[src/rtl/motion_pkg.sv]
// Shared definitions for the motion scheduler: channel FSM encoding and default step periods.
// Latency: n/a (constants and types only).
// Backpressure: n/a.
package motion_pkg;

  // Per-channel sequencing states
  typedef enum logic [1:0] {
    ST_IDLE     = 2'd0,
    ST_RUN      = 2'd1,
    ST_WAIT_ACK = 2'd2,
    ST_DONE     = 2'd3
  } ch_state_e;

  // Nominal system clock the default periods are derived from
  localparam longint unsigned DEF_CLOCK_FREQUENCY = 64'd50_000_000;

  // Clocks per step: the alien block falls one row every 4 s, a shot rises 3 rows per second
  function automatic longint unsigned alien_fall_period(input longint unsigned clk_hz);
    return clk_hz * 4;
  endfunction

  function automatic longint unsigned shot_rise_period(input longint unsigned clk_hz);
    return clk_hz / 3;
  endfunction

  localparam longint unsigned ALIEN_FALL_PERIOD = alien_fall_period(DEF_CLOCK_FREQUENCY);
  localparam longint unsigned SHOT_RISE_PERIOD  = shot_rise_period(DEF_CLOCK_FREQUENCY);

endpackage

[src/rtl/motion_channel.sv]
// One motion channel: steps a position once per period clocks, then waits for the draw path to ack.
// Latency: first step 'period' cycles after start; draw_req visible the cycle after the final divider tick.
// Backpressure: draw_req is held and the channel stalls (pos and divider frozen) until draw_ack.
module motion_channel
  import motion_pkg::*;
#(
  parameter int CNT_W = 32,
  parameter int POS_W = 6
) (
  input  logic             clk,
  input  logic             reset,
  input  logic             start,
  input  logic             stop,
  input  logic             dir,
  input  logic [CNT_W-1:0] period,
  input  logic [POS_W-1:0] init_pos,
  input  logic [POS_W-1:0] limit,
  input  logic             pause,
  input  logic             draw_ack,
  output logic [POS_W-1:0] pos,
  output logic             draw_req,
  output logic             busy,
  output logic             done
);

  ch_state_e        state_q, state_d;
  logic [CNT_W-1:0] div_q, div_d;
  logic [CNT_W-1:0] reload_q, reload_d;
  logic [POS_W-1:0] pos_q, pos_d;
  logic [POS_W-1:0] limit_q, limit_d;
  logic             dir_q, dir_d;
  logic             draw_req_q, draw_req_d;
  logic             busy_q, busy_d;
  logic             done_q, done_d;
  logic [CNT_W-1:0] start_reload;

  // A zero period behaves like one: a step on every unpaused cycle
  assign start_reload = (period == '0) ? '0 : (period - CNT_W'(1));

  // Next-state logic; stop overrides everything, including a same-cycle start
  always_comb begin
    state_d    = state_q;
    div_d      = div_q;
    reload_d   = reload_q;
    pos_d      = pos_q;
    limit_d    = limit_q;
    dir_d      = dir_q;
    draw_req_d = draw_req_q;
    busy_d     = busy_q;
    done_d     = done_q;
    if (stop) begin
      state_d    = ST_IDLE;
      draw_req_d = 1'b0;
      busy_d     = 1'b0;
      done_d     = 1'b0;
    end else begin
      case (state_q)
        ST_IDLE, ST_DONE: begin
          if (start) begin
            state_d  = ST_RUN;
            pos_d    = init_pos;
            reload_d = start_reload;
            div_d    = start_reload;
            dir_d    = dir;
            limit_d  = limit;
            busy_d   = 1'b1;
            done_d   = 1'b0;
          end
        end
        ST_RUN: begin
          if (!pause) begin
            if (div_q == '0) begin
              pos_d      = dir_q ? (pos_q - POS_W'(1)) : (pos_q + POS_W'(1));
              div_d      = reload_q;
              draw_req_d = 1'b1;
              state_d    = ST_WAIT_ACK;
            end else begin
              div_d = div_q - CNT_W'(1);
            end
          end
        end
        ST_WAIT_ACK: begin
          if (draw_ack) begin
            draw_req_d = 1'b0;
            if (pos_q == limit_q) begin
              state_d = ST_DONE;
              done_d  = 1'b1;
              busy_d  = 1'b0;
            end else begin
              state_d = ST_RUN;
            end
          end
        end
        default: begin
          state_d    = ST_IDLE;
          draw_req_d = 1'b0;
          busy_d     = 1'b0;
        end
      endcase
    end
  end

  // Channel state register with registered outputs; reset discards any pending request
  always_ff @(posedge clk or negedge reset) begin
    if (!reset) begin
      state_q    <= ST_IDLE;
      div_q      <= '0;
      reload_q   <= '0;
      pos_q      <= '0;
      limit_q    <= '0;
      dir_q      <= 1'b0;
      draw_req_q <= 1'b0;
      busy_q     <= 1'b0;
      done_q     <= 1'b0;
    end else begin
      state_q    <= state_d;
      div_q      <= div_d;
      reload_q   <= reload_d;
      pos_q      <= pos_d;
      limit_q    <= limit_d;
      dir_q      <= dir_d;
      draw_req_q <= draw_req_d;
      busy_q     <= busy_d;
      done_q     <= done_d;
    end
  end

  assign pos      = pos_q;
  assign draw_req = draw_req_q;
  assign busy     = busy_q;
  assign done     = done_q;

endmodule

[src/rtl/motion_scheduler.sv]
// Bank of independent motion channels (ch0 alien fall, ch1 shot rise) sharing one clock and pause.
// Latency: per channel, first step 'period' cycles after start.
// Backpressure: each channel stalls on its own draw_req until its draw_ack; channels never interact.
module motion_scheduler
  import motion_pkg::*;
#(
  parameter longint unsigned CLOCK_FREQUENCY = DEF_CLOCK_FREQUENCY,
  parameter int              NUM_CH          = 2,
  parameter int              CNT_W           = 32,
  parameter int              POS_W           = 6
) (
  input  logic                    clk,
  input  logic                    reset,
  input  logic [NUM_CH-1:0]       start,
  input  logic [NUM_CH-1:0]       stop,
  input  logic [NUM_CH-1:0]       dir,
  input  logic [NUM_CH*CNT_W-1:0] period,
  input  logic [NUM_CH*POS_W-1:0] init_pos,
  input  logic [NUM_CH*POS_W-1:0] limit,
  input  logic                    pause,
  input  logic [NUM_CH-1:0]       draw_ack,
  output logic [NUM_CH*POS_W-1:0] pos,
  output logic [NUM_CH-1:0]       draw_req,
  output logic [NUM_CH-1:0]       busy,
  output logic [NUM_CH-1:0]       done
);

  // CLOCK_FREQUENCY only feeds the package period helpers for whoever drives 'period';
  // the channels themselves are frequency-agnostic.

  // One channel per lane; the top only slices the packed buses
  for (genvar i = 0; i < NUM_CH; i++) begin : g_ch
    motion_channel #(
      .CNT_W (CNT_W),
      .POS_W (POS_W)
    ) u_ch (
      .clk      (clk),
      .reset    (reset),
      .start    (start[i]),
      .stop     (stop[i]),
      .dir      (dir[i]),
      .period   (period[i*CNT_W +: CNT_W]),
      .init_pos (init_pos[i*POS_W +: POS_W]),
      .limit    (limit[i*POS_W +: POS_W]),
      .pause    (pause),
      .draw_ack (draw_ack[i]),
      .pos      (pos[i*POS_W +: POS_W]),
      .draw_req (draw_req[i]),
      .busy     (busy[i]),
      .done     (done[i])
    );
  end

endmodule

[config.mk]
export PLATFORM = sky130hd
export DESIGN_NAME = motion_scheduler
export DESIGN_NICKNAME = d
export VERILOG_FILES = /design/src/rtl/motion_pkg.sv /design/src/rtl/motion_channel.sv /design/src/rtl/motion_scheduler.sv
export SDC_FILE = /design/constraint.sdc
export NUM_CORES = 1
export LEC_CHECK = 0
export BUFFER_PORTS_ARGS = -buffer_cell sky130_fd_sc_hd__buf_2
export CAP_MARGIN = 20
export CORE_ASPECT_RATIO = 1.75
export CORE_MARGIN = 1.5
export CORE_UTILIZATION = 35
export DETAILED_ROUTE_END_ITERATION = 8
export GPL_ROUTABILITY_DRIVEN = 0
export HOLD_SLACK_MARGIN = 0.02
export SKIP_LAST_GASP = 1
export SYNTH_ARGS = -nofsm -noshare
export SYNTH_HDL_FRONTEND = slang
export SYNTH_SLANG_ARGS = --single-unit
[constraint.sdc]
create_clock -name clk -period 8.3 [get_ports clk]
set_clock_uncertainty 0.1 [all_clocks]
set_input_delay 0 -clock clk [delete_from_list [all_inputs] [get_ports clk]]
set_output_delay 0 -clock clk [all_outputs]
set_load 0.02 [all_outputs]
==> metrics.md <==
| Metric | Value |
|---|---|
| Die X | `135 um` |
| CTS H-tree lvls | `4` |
| Seq/Total Area, Yosys | `38.7%` |
| Slew @ Worst Pin | `between 0.9 and 1 ns` |
| 1st-iter DRT viols | `595` |
| WL per Instance | `18.5 um` |
| Vias per std cell | `5.60` |
| Post-synthesis mux area share | `3.60%` |
| CP Class | `reg2reg` |
| Antenna-violating nets left | `0` |
| Num CTS Buffers | `17` |
| Syn Nets | `about 1,400` |
| Endpoint type of the worst setup path | `flop` |
| Pin count of the biggest net entering global routing | `100` |
| DR pass1 iterations | `5` |
| Final std cells w/o fill | `1,853` |
| Post-Synth Adder-Cell Area | `between 2 and 3%` |
| Max Slew Vio Count | `0` |
| Most common cell after layout, fill and taps aside | `nand2_1` |
| # IOs | `around 120` |
| Final number of setup-violating endpoints | `0` |
| Fin nets | `between 1,500 and 2,000` |
| Simple logic cell fraction of the synthesized area | `24.9%` |
| Post-synth EDFFs | `0` |
| Routed wire length | `34,300 um` |
| Dpl cell area | `11,500 um2` |
| Clock Sinks | `164` |
| Layout fillers | `2,993` |
| TritonCTS clock tree | `yes` |
| Fin crit share | `40.1%` |
| CP Data Arrival Time | `approximately 3.6 ns` |
| Leakage | `~5.5 nW` |
| Post-synthesis cell area | `10,600 um2` |
| Detailed placement HPWL | `between 20,000 and 25,000 um` |
| Share of layout cells above drive strength 1 | `14.9%` |
| Total core area | `30,000 um2` |
| Area Growth Syn to Fin | `25.9%` |
| Flops & latches, synth | `about 160` |
| Worst Hold Class | `in2reg` |
| FP Rows | `84` |
| Startpoint Class | `flop` |
| Max Cap Viol | `0` |
| Grt ovf | `0` |
| Synthesized area per cell | `8.48 um2` |
| Clock transition at the registers of the reported paths | `approximately 0.07 ns` |
| Die height | `233 um` |
| Relative max-transition margin | `34.1%` |
| Global-route wire length before repair | `55,100 um` |
| Cells after synthesis | `1,250` |
| Setup ws final | `4.97 ns` |
| Die Area | `31,400 um2` |
| RSZ-0062 raised after global routing | `false` |
| Most frequent cells in the layout | `178 x nand2_1, 164 x dfrtp_1, 127 x dlygate4sd3_1` |
| CP required | `8.54 ns` |
| Fraction of synthesized cell area in xor and xnor cells | `6.53%` |
| Worst-Skew Late Latency | `roughly 0.46 ns` |
| Ys async rst share | `100%` |
| Pwr per Cell Area | `between 200 and 300 nW/um2` |
| Synth Area in Compound Gates | `19.5%` |
| Tot Pwr | `3.35 mW` |
| Setup TNS | `0 ns` |
| Max clock buf depth | `2` |
| Final worst path period need | `between 3 and 4 ns` |
| Port bufs | `about 120` |
| Netlist cell types | `just under 80` |
| Pre-CTS WS | `roughly 5.2 ns` |
| Main combinational cell family by area after synthesis | `simple AND/OR/NAND/NOR gates` |
| Gr usage total | `around 23%` |
| Status | `finished, final reports clean` |
| Worst VDD drop | `0.150 mV` |
| Vias in the first global route | `10,400` |
| Clk root buf | `clkbuf_16` |
| Initial antenna violation count | `0` |
| Vias | `10,400` |
| Final Hold Fails | `0` |
| Drt drc | `0` |
| Top FF cell, synth | `dfrtp_1` |
| # diodes | `0` |
| Starting Density | `a little over a third` |
| Yosys warning count | `0` |
| # Post-CTS Setup Buffers | `0` |
| # placed instances | `1,694` |
| Design Area, Final | `around 13,000 um2` |
| Crit path max fanout | `24` |
| Max Fclk | `roughly 0.3 GHz` |
final timing paths:
path	start	endpoint	slack, ns	cells past startpoint
setup reg to reg	g_ch[1].u_ch.div_q[14]	g_ch[1].u_ch.draw_req	4.97	8
hold / removal	start[1]	g_ch[1].u_ch.busy	0.06	4
setup / recovery	g_ch[1].u_ch.div_q[14]	g_ch[1].u_ch.draw_req	4.97	8
max in group asynchronous	reset	g_ch[1].u_ch.reload_q[14]	6.41	3
min in group asynchronous	reset	g_ch[1].u_ch.reload_q[23]	0.10	2
hold reg to reg	g_ch[0].u_ch.reload_q[3]	g_ch[0].u_ch.reload_q[3]	0.38	2
through the flow:
| stage | utilization, % | hold slack, ns |
|---|---|---|
| 6_report | 44.6 | 0.0555 |
| 5_1_grt | 44.6 | 0.126 |
| 3_3_place_gp | 38.4 | 0.0941 |
| 2_1_floorplan | - | -0.396 |
| 3_5_place_dp | 38.4 | 0.0883 |
| 4_1_cts | 44.6 | 0.0234 |
sequential cells by signal, indices dropped and copies added (netlist names):
name                count
g_ch.u_ch.busy          2
g_ch.u_ch.pos          12
g_ch.u_ch.draw_req      2
g_ch.u_ch.done          2
g_ch.u_ch.limit_q      12
g_ch.u_ch.dir_q         2
g_ch.u_ch.reload_q     64
g_ch.u_ch.state_q       4
g_ch.u_ch.div_q        64
what timing repair did:
action | CTS | global route
gates resized for setup | 0 | 0
hold buffers | 127 | 0
endpoints found under the hold margin | 258 | 0
synthesized netlist by cell type (5+ instances only):
master / count / area share [%]
and3_1: 6 / 0.35
nand3b_1: 5 / 0.35
or4_1: 12 / 0.85
ha_1: 18 / 2.1
nor3_1: 58 / 2.7
o221ai_1: 26 / 2.1
buf_2: 10 / 0.47
inv_1: 30 / 1.1
or2_2: 6 / 0.35
or3_1: 25 / 1.5
xnor2_1: 36 / 3.0
nand2b_1: 8 / 0.47
a21oi_1: 67 / 3.2
nor4_1: 35 / 2.1
dfrtp_1: 164 / 39
o21ai_1: 7 / 0.33
o2111ai_1: 5 / 0.41
nor2b_1: 12 / 0.71
nand3_1: 31 / 1.5
nor2_1: 85 / 3.0
a22oi_1: 6 / 0.42
xor2_1: 43 / 3.6
mux2_2: 17 / 1.8
nand4_1: 16 / 0.94
o31ai_1: 20 / 1.4
buf_4: 9 / 0.64
clkbuf_1: 51 / 1.8
nand2_1: 179 / 6.3
nor3b_1: 6 / 0.42
o211ai_1: 21 / 1.5
a21o_1: 8 / 0.57
nor4_2: 5 / 0.59
a31oi_1: 11 / 0.65
mux2i_1: 19 / 1.8
and2_1: 6 / 0.35
o21ai_0: 107 / 5.1
cell type report:
cell class / count / area [um2] / area share [%]
clock buffer: 18 / 439 / 3.29
tap: 387 / 484 / 3.63
clock inverter: 14 / 153 / 1.14
inverter: 30 / 113 / 0.843
timing repair buffer: 260 / 1990 / 14.9
multi-input combinational: 980 / 6070 / 45.5
sequential: 164 / 4100 / 30.7
worst max-delay path, cell delays in order (launching register included):
cell           delay [ns]
dfrtp_1              0.43
nor4_1               0.40
nand4_1              0.57
or3_1                0.51
buf_4                0.25
o21a_1               0.20
o21ai_1              0.12
a21oi_1              0.08
dlygate4sd3_1        0.56
logic make-up after synthesis:
logic type,Yosys count
AOI/OAI and AO/OA,323
xor gates and xnor gates,79
adders and majority gates,20
buffers and inverters,106
DFF,164
muxes,36
and+or+nand+nor,522
where the power goes:
| part | internal (mW) | leakage (nW) | switching, mW |
|---|---|---|---|
| Sequential | 1.08 | 2.02 | 0.293 |
| Combinational | 0.511 | 3.18 | 0.656 |
| Clock | 0.454 | 0.285 | 0.364 |
metal layers:
| layer | GRT usage [%] | up-vias | part of all wire (%) |
|---|---|---|---|
| met5 | 0 | - | 0 |
| met3 | 3.19 | 81 | 2.9 |
| met1 | 22.9 | 5080 | 36 |
| met4 | 12.8 | 0 | 5.3 |
| li1 | - | 4976 | - |
| met2 | 43.2 | 245 | 56 |
No activity file was read; power rests on OpenSTA's default activity.
